[config.mk]
export PLATFORM = sky130hd
export DESIGN_NAME = window_generator
export DESIGN_NICKNAME = d
export VERILOG_FILES = /design/src/rtl/window_generator.sv
export SDC_FILE = /design/constraint.sdc
export NUM_CORES = 2
export LEC_CHECK = 0
export BUFFER_PORTS_ARGS = -buffer_cell sky130_fd_sc_hd__buf_2
export CAP_MARGIN = 20
export CORE_MARGIN = 5
export CORE_UTILIZATION = 49
export DETAILED_ROUTE_END_ITERATION = 16
export PLACE_DENSITY_LB_ADDON = 0.12
export SETUP_SLACK_MARGIN = 0.5
export SLEW_MARGIN = 25
export SYNTH_ARGS = -nofsm -noshare
export SYNTH_HDL_FRONTEND = slang
export SYNTH_SLANG_ARGS = --single-unit
export TNS_END_PERCENT = 50
[constraint.sdc]
create_clock -name clk -period 7.49 [get_ports clk]
set_input_delay 0.749 -clock clk [delete_from_list [all_inputs] [get_ports clk]]
set_output_delay 0.749 -clock clk [all_outputs]
set_load 0.05 [all_outputs]
[src/rtl/window_generator.sv]
// Sliding-window generator: raster pixel stream in, flattened KxK window out.
// Holds KERNEL_SIZE-1 line buffers plus a KxK window register, with
// valid/ready backpressure on both sides.
// Optional feature: define WINDOW_FRAME_DONE_EN to add the frame_done pulse
// output, asserted when the last window of a frame is consumed.
module window_generator #(
  parameter int DATA_WIDTH   = 16,
  parameter int KERNEL_SIZE  = 5,
  parameter int IMAGE_WIDTH  = 28,
  parameter int IMAGE_HEIGHT = 28
) (
  input  logic                                          clk,
  input  logic                                          reset,
  input  logic [DATA_WIDTH-1:0]                         pixel_in,
  input  logic                                          pixel_valid,
  output logic                                          pixel_ready,
  output logic [KERNEL_SIZE*KERNEL_SIZE*DATA_WIDTH-1:0] window_out,
  output logic                                          window_valid,
  input  logic                                          window_ready
`ifdef WINDOW_FRAME_DONE_EN
  ,
  output logic                                          frame_done
`endif
);

  localparam int K  = KERNEL_SIZE;
  localparam int WW = K * K * DATA_WIDTH;
  localparam int CW = (IMAGE_WIDTH > 1) ? $clog2(IMAGE_WIDTH) : 1;
  localparam int RW = (IMAGE_HEIGHT > 1) ? $clog2(IMAGE_HEIGHT) : 1;

  localparam logic [CW-1:0] COL_LAST      = CW'(IMAGE_WIDTH - 1);
  localparam logic [CW-1:0] COL_FIRST_WIN = CW'(K - 1);
  localparam logic [RW-1:0] ROW_LAST      = RW'(IMAGE_HEIGHT - 1);
  localparam logic [RW-1:0] ROW_FIRST_WIN = RW'(K - 1);
  localparam logic [RW-1:0] ROW_FILL_LAST = RW'(K - 2);

  localparam logic [1:0] IDLE  = 2'd0;
  localparam logic [1:0] FILL  = 2'd1;
  localparam logic [1:0] RUN   = 2'd2;
  localparam logic [1:0] STALL = 2'd3;

  logic [CW-1:0]         col_q, col_d;
  logic [RW-1:0]         row_q, row_d;
  logic [1:0]            state_q, state_d;
  logic [WW-1:0]         win_q, win_d;
  logic                  wvld_q, wvld_d;
  logic [DATA_WIDTH-1:0] lb_q [K-1][IMAGE_WIDTH];
  logic [DATA_WIDTH-1:0] col_new [K];

  logic accept, complete, last_px;

  // Handshake: a pending, unconsumed window blocks input; nothing is taken in reset.
  always_comb begin
    pixel_ready = !reset && !(wvld_q && !window_ready);
    accept      = pixel_valid && pixel_ready;
    complete    = accept && (row_q >= ROW_FIRST_WIN) && (col_q >= COL_FIRST_WIN);
    last_px     = (col_q == COL_LAST) && (row_q == ROW_LAST);
  end

  // New column entering the window: buffered rows oldest first, then the live pixel.
  always_comb begin
    for (int k = 0; k < K - 1; k++) col_new[k] = lb_q[k][col_q];
    col_new[K-1] = pixel_in;
  end

  // Window register shifts left one column per accepted pixel.
  always_comb begin
    win_d = win_q;
    if (accept) begin
      for (int r = 0; r < K; r++) begin
        for (int c = 0; c < K; c++) begin
          if (c < K - 1)
            win_d[(r*K+c)*DATA_WIDTH +: DATA_WIDTH] = win_q[(r*K+c+1)*DATA_WIDTH +: DATA_WIDTH];
          else
            win_d[(r*K+c)*DATA_WIDTH +: DATA_WIDTH] = col_new[r];
        end
      end
    end
  end

  // Raster counters point at the next pixel to be accepted.
  always_comb begin
    col_d = col_q;
    row_d = row_q;
    if (accept) begin
      if (col_q == COL_LAST) begin
        col_d = '0;
        row_d = (row_q == ROW_LAST) ? '0 : row_q + 1'b1;
      end else begin
        col_d = col_q + 1'b1;
      end
    end
  end

  // Valid is set by a completing accept, else cleared by consumption.
  always_comb begin
    wvld_d = wvld_q;
    if (complete)          wvld_d = 1'b1;
    else if (window_ready) wvld_d = 1'b0;
  end

  // Frame sequencing; K is at least 2, so the first accept always starts FILL.
  always_comb begin
    state_d = state_q;
    case (state_q)
      IDLE:  if (accept) state_d = FILL;
      FILL:  if (accept && row_q == ROW_FILL_LAST && col_q == COL_LAST) state_d = RUN;
      RUN: begin
        if (wvld_q && !window_ready) state_d = STALL;
        else if (accept && last_px)  state_d = IDLE;
      end
      STALL: if (window_ready) state_d = RUN;
      default: state_d = IDLE;
    endcase
  end

  // Control and window state, synchronous active-high reset.
  always_ff @(posedge clk) begin
    if (reset) begin
      col_q   <= '0;
      row_q   <= '0;
      state_q <= IDLE;
      win_q   <= '0;
      wvld_q  <= 1'b0;
    end else begin
      col_q   <= col_d;
      row_q   <= row_d;
      state_q <= state_d;
      win_q   <= win_d;
      wvld_q  <= wvld_d;
    end
  end

  // Line buffers rotate up one row at the accepted column; never cleared.
  always_ff @(posedge clk) begin
    if (accept) begin
      for (int k = 0; k < K - 1; k++) lb_q[k][col_q] <= col_new[k+1];
    end
  end

  assign window_out   = win_q;
  assign window_valid = wvld_q;

`ifdef WINDOW_FRAME_DONE_EN
  logic last_win_q, last_win_d;
  logic fd_q, fd_d;

  // Track whether the pending window is the final one of its frame.
  always_comb begin
    last_win_d = last_win_q;
    if (complete)          last_win_d = last_px;
    else if (window_ready) last_win_d = 1'b0;
    fd_d = wvld_q && window_ready && last_win_q;
  end

  // Frame-done pulse register.
  always_ff @(posedge clk) begin
    if (reset) begin
      last_win_q <= 1'b0;
      fd_q       <= 1'b0;
    end else begin
      last_win_q <= last_win_d;
      fd_q       <= fd_d;
    end
  end

  assign frame_done = fd_q;
`endif

endmodule

Word level (Yosys, flattened, before mapping)
Memory sizes are Yosys's and may differ from the RTL's.
Index checks and enable logic that the tools add are counted.

operators by class
  bitwise operators = 1
  add/sub/neg operators = 2
  reduce and logical (&&, ||, !) cells = 11
  magnitude comparators = 4
  mux-type cells = 20
  eq/ne operators = 2

operator list
  operator                                                                      count
  448-bit 2-to-1 mux                                                            1
  16-bit binary-select mux with 5-bit select                                    4
  16-bit 2-to-1 mux                                                             9
  16-bit demux with 5-bit select                                                1
  5-bit by 1-bit adder with 5-bit output, second input constant                 2
  5-bit equality test, second input constant                                    2
  5-bit by 3-bit >= comparator with 1-bit output, second input constant         2
  5-bit 2-to-1 mux                                                              2
  6-bit >= comparator, second input constant                                    1
  1-bit logical AND                                                             6
  6-bit by 1-bit less-than comparator with 1-bit output, second input constant  1
  5-bit inverter with 6-bit output                                              1
  1-bit logical NOT                                                             3
  1-bit 2-to-1 mux                                                              3
  2-bit AND reduction                                                           1
  2-bit nonzero test                                                            1

storage, ports and cells
  register bits after elaboration = 411
  logic and storage cells = 45
  RAM bits = 1792
  memories kept = 1
  output and inout port bits = 402

memories
  memory  depth  width  rd ports  clocked after memory_dff  write ports  line  RTL
  lb_q    4      448    4         0                         4            47    logic [DATA_WIDTH-1:0] lb_q [K-1][IMAGE_WIDTH];

Longest topological paths before layout
  depth in word-level cells = 8
  depth in mapped cells = 10

Worst setup path after synthesis
OpenSTA, ideal clock, no wires.

  path kind = input-to-reg
  start point = in reset
  end point = mem lb_q[0][100] (netlist bit) (enable)
  setup slack = 2.328 ns
  cell stages on the path = 7
  arrival = 4.676 ns
  setup time = 0.487 ns
  required time = 7.003 ns
  path through = nand2b_1 > nor2_1 > buf_2 > buf_2 > buf_2 > nand2_1 > nor2_1

RTL lines
  item             line  RTL
  start, declared  13    input logic reset,
  end, declared    47

==> flow_metrics.tcl <==
set metrics [dict create \
    status "finished, final reports clean" \
    hold_violations 0 \
    final_cell_mix "1792 x edfxtp_1, 726 x nand2_1, 421 x buf_2, 406 x dfxtp_1, 361 x mux2i_1" \
    r2r_slack_ns 3.00 \
    yosys_warnings 0 \
    clockRootBuffer "clkbuf_16" \
    final-instance-count-excl-fill 7728 \
    clk_path_buf_depth 3 \
    dr.pass1.iters 5 \
    post-route-drc-count 0 \
    power_density_mw_per_mm2 282 \
    syn-num-nets 4899 \
    grt_max_degree 192 \
    grt_use_met2 0.430 \
    max-vdd-ir-drop_mv 0.255 \
    grt_pass1_vias 44400 \
    p_leak_uw 0.0311 \
    hold_slack_ns 0.178 \
    path_buf_inv 1 \
    async_reset_ff_frac 0 \
    cts_tree "built" \
    max_freq_mhz 223 \
    drive_above_1_share 0.225 \
    postCtsHoldBufs 0 \
    syn_inst 4873 \
    p_int_uw 20300 \
    cap_violations 0 \
    end_kind "flip-flop" \
    rsz0062_at_grt "no" \
    setup_viol 0 \
    cts_sinks 2203 \
    grt_use_met3 0.0523 \
    nets 5366 \
    power.net_switching_uw 6330 \
    cp-start-kind "flip-flop" \
    core_area_sq_mm 0.167 \
    avgSynthCellArea_sq_um 16.9 \
    arrival_ns 4.81 \
    via_per_inst 6.06 \
    worstPathMaxFanout 42 \
    finClkSkew_ns 0.0289 \
    cpPeakStageDelay_ns 0.99 \
    crit_path_top_delay_cell "dfxtp_4" \
    power.total_uw 26700 \
    cts_setup_buffers 0 \
    finalMaxSlewViolations 0 \
    clk_pin_slew_worst_paths_ns 0.06 \
    drt_iter0_drc 6156 \
    max_slew_margin 0.249 \
    totalWireLength_mm 242 \
    synth_ff_type "edfxtp_1" \
    io_pins 422 \
    yosysSeqAreaShare 0.753 \
    area_growth_pct 14.9 \
    track_usage 0.271 \
    grt_pass1_wl_mm 338 \
    die_w_um 420 \
    hold_class "in -> reg" \
    pwr-share-clk 0.398 \
    required_ns 7.81 \
    routedWlPerCell_um 31.3 \
    worstPathCellList "buf_4, or4b_1, o22ai_1, a211oi_1, nand3_1" \
    met1_usage 0.385 \
    post_cts_resize_count 0 \
    min_period_ns 4.49 \
    numCtsBuffers 217 \
    final_common_cell "edfxtp_1" \
    critPathKind "reg -> reg" \
    p_comb_frac 0.084 \
    htree_levels 4 \
    vias 46800 \
    synth-seq-cells 2203 \
    place_inst 7322 \
    hpwl_mm 140 \
    antenna_left 0 \
    crit_family "simple AND/OR/NAND/NOR gates" \
    clk_latency_ns 0.86 \
    start_util 0.492 \
    synth.cell_area_sq_mm 0.0824 \
    dieArea_sq_mm 0.176 \
    io_buffer_count 421 \
    nFillCells 12900 \
    synth-edff-count 1792 \
    worst_slew_pin_slew_ns 1.12 \
    fin_crit_sh 0.600 \
    grt-ovfl-total 0 \
    seqPwrFrac 0.518 \
    synth_cell_types 66 \
    antenna_found_initial 20 \
    grt-busiest-layer "met2" \
    gp_congestion 0.827 \
    rows 150 \
    swShare 0.237 \
    die-height_um 420 \
    tns_ns 0 \
]
-- power groups by stage --
stage / Combinational (uW) / Clock (uW) / Sequential, uW
3_5_place_dp: 2240 / 0 / 14100
4_1_cts: 2240 / 10800 / 13800
3_3_place_gp: 2220 / 0 / 14100
6_report: 2240 / 10600 / 13800
2_1_floorplan: 1140 / 0 / 14300
5_1_grt: 2360 / 11300 / 13800
-- synth_stat cells, types with 6 or more instances --
cell type	number	area, sq um
a211oi_1	54	405
a21o_1	23	173
a21oi_1	19	95.1
a22oi_1	75	563
a311o_1	10	100
a31o_2	6	52.6
a31oi_1	13	81.3
and3_1	26	163
buf_1	7	26.3
buf_2	123	616
buf_4	32	240
buf_6	14	158
clkbuf_1	134	503
dfxtp_1	411	8230
edfxtp_1	1792	53800
ha_1	6	75.1
inv_1	8	30.0
mux2_2	24	270
mux2i_1	361	3610
mux4_2	277	6240
nand2_1	726	2730
nand3_1	32	160
nand4bb_1	6	67.6
nor2_1	60	225
nor2b_1	31	194
nor3_1	6	30.0
nor4_1	11	68.8
o21ai_0	346	1730
o22ai_1	146	913
o311ai_1	18	158
-- flip-flops by register name (all words and copies together) (netlist names) --
signal and count:
lb_q 1792, window_valid 1, row_q 5, window_out 400, col_q 5
-- tightest hold or removal path: cells and delay by family --
| kind | cells | cell delay [ns] |
|---|---|---|
| AOI/OAI and AO/OA | 1 | 0.07 |
| buffers and inverters | 1 | 0.09 |
| and+or+nand+nor | 1 | 0.08 |
-- kinds of logic after synthesis --
group           share of synthesized area
buf+inv                            0.0193
mux                                 0.123
fa+ha+maj                        0.000912
simple gates                       0.0476
xor+xnor                         0.000106
compound gates                     0.0558
flops                               0.753
-- area by class of cell --
| cell class | count | area [sq um] | share of cell area |
|---|---|---|---|
| clock buffers | 305 | 6060 | 0.0640 |
| clock inverters | 96 | 858 | 0.00907 |
| repair buffers | 560 | 3500 | 0.0370 |
| well taps | 2204 | 2760 | 0.0291 |
| diodes | 2 | 5.00 | 0.0000529 |
| inverters | 9 | 41.3 | 0.000436 |
| flip-flops and latches | 2203 | 62100 | 0.656 |
| multi-input cells | 2349 | 19400 | 0.205 |
-- per-stage QoR --
| stage | worst slack (ns) | util | cell area [sq um] |
|---|---|---|---|
| 2_1_floorplan | 2.33 | - | 82400 |
| 3_3_place_gp | 3.12 | 0.524 | 87600 |
| 6_report | 3.00 | 0.566 | 94600 |
| 4_1_cts | 2.99 | 0.565 | 94500 |
| 3_5_place_dp | 3.00 | 0.524 | 87600 |
| 5_1_grt | 2.83 | 0.566 | 94600 |
-- path summary, 6_finish.rpt --
check / startpoint / endpoint / cells past startpoint
max: col_q[0] / lb_q[0][192] / 5
min: pixel_valid / window_valid / 3
max reg2reg: col_q[0] / lb_q[0][192] / 5
min reg2reg: window_out[327] / window_out[327] / 2
-- metal layers --
metal / vias up / part of all wire
met3: 354 / 0.094
met4: 2 / 0.029
li1: 19900 / -
met5: - / 0.000033
met1: 24300 / 0.41
met2: 2259 / 0.47
No activity file was read; power rests on OpenSTA's default activity.
